--- config.mk ---
export PLATFORM = sky130hd
export DESIGN_NAME = alu_seq
export DESIGN_NICKNAME = d
export VERILOG_FILES = /design/src/rtl/alu_seq.sv
export SDC_FILE = /design/constraint.sdc
export NUM_CORES = 1
export LEC_CHECK = 0
export ABC_AREA = 1
export BUFFER_PORTS_ARGS = -buffer_cell sky130_fd_sc_hd__buf_2
export CAP_MARGIN = 10
export CORE_ASPECT_RATIO = 0.5
export CORE_UTILIZATION = 59
export CTS_CLUSTER_DIAMETER = 80
export DETAILED_ROUTE_END_ITERATION = 7
export MAX_ROUTING_LAYER = met4
export PLACE_DENSITY = 0.82
export SLEW_MARGIN = 0
export SYNTH_ARGS = -nofsm -noshare
export SYNTH_HDL_FRONTEND = slang
export SYNTH_SLANG_ARGS = --single-unit
--- constraint.sdc ---
create_clock -name clk -period 2.2 [get_ports clk]
set_input_delay 0.11 -clock clk [delete_from_list [all_inputs] [get_ports clk]]
set_output_delay 0.11 -clock clk [all_outputs]
set_load 0.05 [all_outputs]
--- src/rtl/alu_seq.sv ---
// Sequential ALU: WIDTH-bit operands, 2*WIDTH-bit result, valid/ready on both sides.
// Define ALU_MULDIV_EN to build the iterative MUL/DIV datapath; otherwise opcodes 2/3 flag err.
module alu_seq #(
    parameter int WIDTH   = 8,
    parameter int SHAMT_W = 3
) (
    input  logic                 clk,
    input  logic                 rst_n,
    input  logic                 in_valid,
    output logic                 in_ready,
    input  logic [WIDTH-1:0]     a,
    input  logic [WIDTH-1:0]     b,
    input  logic [3:0]           alu_sel,
    output logic                 out_valid,
    input  logic                 out_ready,
    output logic [2*WIDTH-1:0]   alu_out,
    output logic                 carry_out,
    output logic                 err
);

    localparam logic [3:0] OP_ADD  = 4'd0;
    localparam logic [3:0] OP_SUB  = 4'd1;
    localparam logic [3:0] OP_MUL  = 4'd2;
    localparam logic [3:0] OP_DIV  = 4'd3;
    localparam logic [3:0] OP_SHL  = 4'd4;
    localparam logic [3:0] OP_SHR  = 4'd5;
    localparam logic [3:0] OP_ROL  = 4'd6;
    localparam logic [3:0] OP_ROR  = 4'd7;
    localparam logic [3:0] OP_AND  = 4'd8;
    localparam logic [3:0] OP_OR   = 4'd9;
    localparam logic [3:0] OP_XOR  = 4'd10;
    localparam logic [3:0] OP_NOR  = 4'd11;
    localparam logic [3:0] OP_NAND = 4'd12;
    localparam logic [3:0] OP_XNOR = 4'd13;
    localparam logic [3:0] OP_GT   = 4'd14;
    localparam logic [3:0] OP_EQ   = 4'd15;

    // state | meaning:  IDLE | accepting  BUSY | mul/div iterating  DONE | result held for sink
`ifdef ALU_MULDIV_EN
    typedef enum logic [1:0] {IDLE, BUSY, DONE} state_t;
`else
    typedef enum logic [0:0] {IDLE, DONE} state_t;
`endif

    state_t state;

    logic [SHAMT_W-1:0]  shamt;
    logic [WIDTH:0]      add_w;
    logic [WIDTH:0]      sub_w;
    logic [WIDTH:0]      shl_w;
    logic [WIDTH:0]      shr_w;
    logic [2*WIDTH-1:0]  rol_w;
    logic [2*WIDTH-1:0]  ror_w;
    logic [2*WIDTH-1:0]  res_c;
    logic                carry_c;
    logic                err_c;

    assign shamt = b[SHAMT_W-1:0];
    assign add_w = {1'b0, a} + {1'b0, b};
    assign sub_w = {1'b0, a} - {1'b0, b};
    assign shl_w = {1'b0, a} << shamt;
    assign shr_w = {a, 1'b0} >> shamt;
    assign rol_w = {a, a} << shamt;
    assign ror_w = {a, a} >> shamt;

    always_comb begin
        res_c   = '0;
        carry_c = 1'b0;
        err_c   = 1'b0;
        case (alu_sel)
            OP_ADD: begin
                res_c[WIDTH:0] = add_w;
                carry_c        = add_w[WIDTH];
            end
            OP_SUB: begin
                res_c[WIDTH-1:0] = sub_w[WIDTH-1:0];
                carry_c          = sub_w[WIDTH];
            end
            OP_MUL, OP_DIV: err_c = 1'b1;
            OP_SHL: begin
                res_c[WIDTH-1:0] = shl_w[WIDTH-1:0];
                carry_c          = shl_w[WIDTH];
            end
            OP_SHR: begin
                res_c[WIDTH-1:0] = shr_w[WIDTH:1];
                carry_c          = shr_w[0];
            end
            OP_ROL:  res_c[WIDTH-1:0] = rol_w[2*WIDTH-1:WIDTH];
            OP_ROR:  res_c[WIDTH-1:0] = ror_w[WIDTH-1:0];
            OP_AND:  res_c[WIDTH-1:0] = a & b;
            OP_OR:   res_c[WIDTH-1:0] = a | b;
            OP_XOR:  res_c[WIDTH-1:0] = a ^ b;
            OP_NOR:  res_c[WIDTH-1:0] = ~(a | b);
            OP_NAND: res_c[WIDTH-1:0] = ~(a & b);
            OP_XNOR: res_c[WIDTH-1:0] = ~(a ^ b);
            OP_GT:   res_c[0] = (a > b);
            OP_EQ:   res_c[0] = (a == b);
            default: res_c = '0;
        endcase
    end

`ifdef ALU_MULDIV_EN
    localparam int CNT_W = $clog2(WIDTH + 1);

    // hi/lo are shared: MUL keeps partial product in hi and multiplier in lo,
    // DIV keeps the partial remainder in hi and the dividend/quotient in lo.
    logic                is_div;
    logic [WIDTH-1:0]    opnd_b;
    logic [WIDTH-1:0]    hi;
    logic [WIDTH-1:0]    lo;
    logic [CNT_W-1:0]    cnt;

    logic [WIDTH:0]      mul_sum;
    logic [WIDTH:0]      div_shift;
    logic                div_ge;
    logic [WIDTH-1:0]    div_diff;
    logic [WIDTH-1:0]    hi_nxt;
    logic [WIDTH-1:0]    lo_nxt;

    always_comb begin
        mul_sum   = {1'b0, hi} + {1'b0, ({WIDTH{lo[0]}} & opnd_b)};
        div_shift = {hi, lo[WIDTH-1]};
        div_ge    = (div_shift >= {1'b0, opnd_b});
        div_diff  = div_shift[WIDTH-1:0] - opnd_b;
        if (is_div) begin
            hi_nxt = div_ge ? div_diff : div_shift[WIDTH-1:0];
            lo_nxt = {lo[WIDTH-2:0], div_ge};
        end else begin
            hi_nxt = mul_sum[WIDTH:1];
            lo_nxt = {mul_sum[0], lo[WIDTH-1:1]};
        end
    end
`endif

    always_ff @(posedge clk) begin
        if (!rst_n) begin
            state     <= IDLE;
            in_ready  <= 1'b1;
            out_valid <= 1'b0;
            alu_out   <= '0;
            carry_out <= 1'b0;
            err       <= 1'b0;
`ifdef ALU_MULDIV_EN
            is_div    <= 1'b0;
            opnd_b    <= '0;
            hi        <= '0;
            lo        <= '0;
            cnt       <= '0;
`endif
        end else begin
            case (state)
                IDLE: begin
                    if (in_valid) begin
                        in_ready <= 1'b0;
`ifdef ALU_MULDIV_EN
                        if (alu_sel == OP_MUL || alu_sel == OP_DIV) begin
                            state  <= BUSY;
                            is_div <= (alu_sel == OP_DIV);
                            opnd_b <= b;
                            hi     <= '0;
                            lo     <= a;
                            cnt    <= CNT_W'(WIDTH);
                        end else
`endif
                        begin
                            state     <= DONE;
                            out_valid <= 1'b1;
                            alu_out   <= res_c;
                            carry_out <= carry_c;
                            err       <= err_c;
                        end
                    end
                end
`ifdef ALU_MULDIV_EN
                BUSY: begin
                    if (cnt != '0) begin
                        hi  <= hi_nxt;
                        lo  <= lo_nxt;
                        cnt <= cnt - CNT_W'(1);
                    end else begin
                        state     <= DONE;
                        out_valid <= 1'b1;
                        alu_out   <= {hi, lo};
                        carry_out <= 1'b0;
                        err       <= is_div && (opnd_b == '0);
                    end
                end
`endif
                DONE: begin
                    if (out_ready) begin
                        state     <= IDLE;
                        out_valid <= 1'b0;
                        in_ready  <= 1'b1;
                    end
                end
                default: state <= IDLE;
            endcase
        end
    end

endmodule
==> results.md <==
Outcome:
- The flow ran to the end, and the final reports show no timing, DRC or antenna violations.

STA:
- The post-route worst setup slack is about 0.36 ns.
- The maximum achievable frequency is roughly 540 MHz.
- The clock period could shrink to 1.84 ns.
- The number of pins exceeding their max-slew limit in the final report is 0.
- The worst clock skew on the final layout is ~0.0030 ns.
- Setup violations remaining at the end of the flow were counted as 0.
- Of the available clock period, the critical path in the final layout requires 83.5%.
- Setup repair after global routing left no endpoint under its margin.
- The number of hold violations in the final report is 0.
- The setup TNS is 0 ns.
- The worst hold slack is 0.114 ns.

Die:
- The number of cell rows is 17.
- In this run the count of I/O pins placed on the die edge is 44.
- The standard cell core area is 4530 um^2.
- The die area is 5170 um^2.
- Once the floorplan was initialized, standard cells occupied approximately 63% of the core.
- The vertical die dimension is 51.4 um.
- The chip width is 101 um.

CTS:
- The later pin in the worst-skew pair is clocked with a latency of 0.24 ns.
- The number of sinks driven by the clock tree is 14.
- TritonCTS created 3 clock buffers.
- Once the clock tree was built, the resizer swapped 0 gates to a different size.
- The maximum level of the CTS H-tree is 1.
- Clock tree synthesis selected as its root buffer the cell sky130_fd_sc_hd__clkbuf_8.
- The longest clock path from root to sink contains 2 buffers.
- After clock tree synthesis, the clock-pin slew on the worst setup and hold paths is about 0.05 ns.
- The number of buffers inserted for hold repair after clock tree synthesis is 0.
- The buffers inserted during post-CTS setup optimization is 0.
- The CTS tree is built.

Flow run:
- The count of max-cap constraint violations is 0.

Synth:
- Synthesis produced 555 cells.
- The synthesized netlist contains 28 unique library cells.
- Yosys mapped a number of flops with a built-in enable equal to 0.
- The per-instance average area after synthesis is 5.18 um^2.
- Summing every instance area after synthesis gives 2880 um^2.
- Summing the sequential cell areas from Yosys gives 9.75% of the chip area.
- The main flop type after synthesis is sky130_fd_sc_hd__dfxtp_1.
- Counting flops with an async set or reset pin after synthesis yields a share of 0%.
- The number of register bits inferred by synthesis is 14.
- The Yosys step of the flow raised 0 warnings.

Worst setup path:
- The type of the worst setup path is primary input to register.
- The critical path starts at b[0].
- The last element of the critical path is carry_out$_SDFFE_PN0P_.
- The critical path goes through buf_2, ha_1, inv_1, fa_1, inv_1, nand2_1, nand2_1, nand4_1, nand2_1, nand2_1, nand2_1, o21ai_0, a21oi_1.
- The highest cell delay on the worst timing path is 0.41 ns.
- The cell that appears most often on the critical path is sky130_fd_sc_hd__nand2_1.
- The critical path contains buffers and inverters numbering 3 combined.
- In this run the worst path has a maximum fanout of 11.
- The slowest cell on the critical path is sky130_fd_sc_hd__fa_1.
- The number of cells traversed by the worst register-to-register path is 4.
- The nature of the critical path startpoint is a primary input.
- The critical path data arrival time is 1.99 ns.
- The critical path depth in cells is 13.
- On the critical path the largest part of the delay comes from adder cells.
- The slack of the worst reg-to-reg path is 1.05 ns.
- The worst reg2reg path startpoint is state$_SDFF_PN0_.
- The worst reg2reg path endpoint is err$_SDFFE_PN0P_.
- The type of element capturing the critical path is a register.
- The required arrival time at the worst endpoint is 2.36 ns.

Placement:
- Input and output buffers added on the ports amount to 36.
- After detailed placement, the design holds a cell count of roughly 660.
- At the end of routability-driven placement, the weighted congestion stood at 1.06.
- The worst-case setup slack after placement is between 0.2 and 0.25 ns.
- Summing all placed instances gives a cell area of 3140 um^2.
- Detailed placement finished with a half-perimeter wire length of between 8 and 9 mm.

Routing:
- The routed design has 10.2 mm of wire.
- In this run the remaining antenna-violating nets after routing total 0.
- The number of detailed-routing iterations run before antenna repair is 8.
- For this run, design rule violations remaining after detail routing come to 0.
- Using the TritonRoute via totals, the vias-per-cell ratio works out to 5.71.
- For this block, the via count after detailed routing is 3,770.
- Dividing the detail-routed wire length by the instance count gives 15.4 um.
- In this run, the number of DRC markers left after iteration 0 of detailed routing was 614.

Cells and area:
- From synthesis to final layout, the design area changed by 11.1%.
- The number of diodes is 0.
- Summing all non-filler instances in the final layout gives an area of 3190 um^2.
- The fraction of layout cells with a size suffix above 1 is 10.6%.
- The finished layout holds 660 standard cells, fillers aside.
- The number of nets at the end of the flow is 646.
- Measured on the finished design, the core utilization comes to between 70% and 80%.

GRT:
- The largest net degree at the start of global routing is 24.
- The met3 usage is 6.84%.
- The overall fraction of global-route tracks in use is 42.1%.
- Global routing used 59.9% of the available met1 tracks.
- met2 is the most crowded layer.
- The initial antenna violation count was 0.
- In the global route stage, met2 resource usage came out at between 60% and 70%.
- The total congestion overflow is 0.
- The number of global-route vias before repair is 3,212.
- The global-route wire length before repair is 15.9 mm.

Min path:
- In this run the worst hold path is classified as primary input to register.

Pwr:
- The ratio of total power to cell area is 388 nW/um^2.
- For this design the static power due to leakage is 1.80 nW.
- The total power consumption of the routed design is between 1 and 1.5 mW.
- The worst voltage drop across the vdd grid is 0.544 mV.
-- where the power goes --
group	leakage (nW)	internal, mW	switching (mW)
logic	1.65	0.208	0.500
registers	0.115	0.274	0.0109
clock network	0.0288	0.158	0.0878
total	1.80	0.640	0.599
-- cells in the mapped netlist (5+ instances only) --
library cell | number | area, um^2
sky130_fd_sc_hd__clkbuf_1 | 5 | 18.8
sky130_fd_sc_hd__o21ai_0 | 33 | 165
sky130_fd_sc_hd__nand3_1 | 72 | 360
sky130_fd_sc_hd__nor3_1 | 6 | 30.0
sky130_fd_sc_hd__buf_2 | 7 | 35.0
sky130_fd_sc_hd__nand2_1 | 206 | 773
sky130_fd_sc_hd__nor2_1 | 57 | 214
sky130_fd_sc_hd__inv_1 | 61 | 229
sky130_fd_sc_hd__buf_4 | 8 | 60.1
sky130_fd_sc_hd__dfxtp_1 | 14 | 280
sky130_fd_sc_hd__a21oi_1 | 28 | 140
sky130_fd_sc_hd__nand4_1 | 12 | 75.1
sky130_fd_sc_hd__ha_1 | 25 | 313
-- tightest hold or removal path, delay by kind of cell --
family	cells	cell delay [ns]
buf+inv	1	0.08
compound gates	1	0.07
simple gates	1	0.07
-- per-layer routing --
metal  part of all wire (%)  wire length [um]
met1                     44              4520
met2                     40              4080
met3                     14              1390
met4                    1.7               172
met5                      0                 0
-- cell type report --
cell class	instances	area [um^2]
well taps	66	82.6
flip-flops and latches	14	280
repair buffers	50	285
fillers	452	1340
clock buffers	4	55.1
multi-input cells	462	2250
inverters	64	240
-- cell families (layout without fill, tap and decap cells) --
family	after synthesis	count (layout)	share of synthesized area (%)
AO/OA/AOI/OAI	66	66	11.9
XOR/XNOR	1	1	0.305
adder cells (fa/ha/maj)	27	27	12.3
buffers and inverters	85	118	12.8
flip-flops	14	14	9.75
other	1	7	0.130
AND/OR/NAND/NOR	361	361	52.8
-- worst min-delay path by stage --
| stage | start | cells after the start | end | slack, ns |
|---|---|---|---|---|
| 2_1_floorplan | in_valid | 2 | state$_SDFF_PN0_ | 0.24 |
| 3_3_place_gp | in_valid | 3 | state$_SDFF_PN0_ | 0.34 |
| 3_5_place_dp | out_ready | 3 | in_ready$_SDFFE_PN1P_ | 0.36 |
| 4_1_cts | out_ready | 3 | in_ready$_SDFFE_PN1P_ | 0.11 |
| 5_1_grt | out_ready | 3 | in_ready$_SDFFE_PN1P_ | 0.11 |
| 6_report | out_ready | 3 | in_ready$_SDFFE_PN1P_ | 0.11 |
-- sequential cells by signal, indices dropped and copies added, names as in the netlist --
register / cells
alu_out: 9
carry_out: 1
err: 1
in_ready: 1
out_valid: 1
state: 1
-- layout by cell type (no fill, tap or decap), types with 2 or more instances in the layout --
cell type | synthesis | routed
sky130_fd_sc_hd__nor2_4 | 3 | 3
sky130_fd_sc_hd__nor2_2 | 2 | 2
sky130_fd_sc_hd__buf_4 | 8 | 14
sky130_fd_sc_hd__nand2_1 | 206 | 206
sky130_fd_sc_hd__nand4_1 | 12 | 12
sky130_fd_sc_hd__ha_1 | 25 | 25
sky130_fd_sc_hd__dfxtp_1 | 14 | 14
sky130_fd_sc_hd__a21oi_1 | 28 | 28
sky130_fd_sc_hd__nor2_1 | 57 | 57
sky130_fd_sc_hd__clkbuf_8 | 1 | 4
sky130_fd_sc_hd__o22ai_1 | 2 | 2
sky130_fd_sc_hd__buf_2 | 7 | 36
sky130_fd_sc_hd__o21ai_0 | 33 | 33
sky130_fd_sc_hd__nand3_1 | 72 | 72
sky130_fd_sc_hd__inv_2 | 2 | 2
sky130_fd_sc_hd__fa_1 | 2 | 2
sky130_fd_sc_hd__nor3_1 | 6 | 6
sky130_fd_sc_hd__inv_1 | 61 | 61
sky130_fd_sc_hd__conb_1 | 1 | 7
Power figures use the tool's default switching activity.
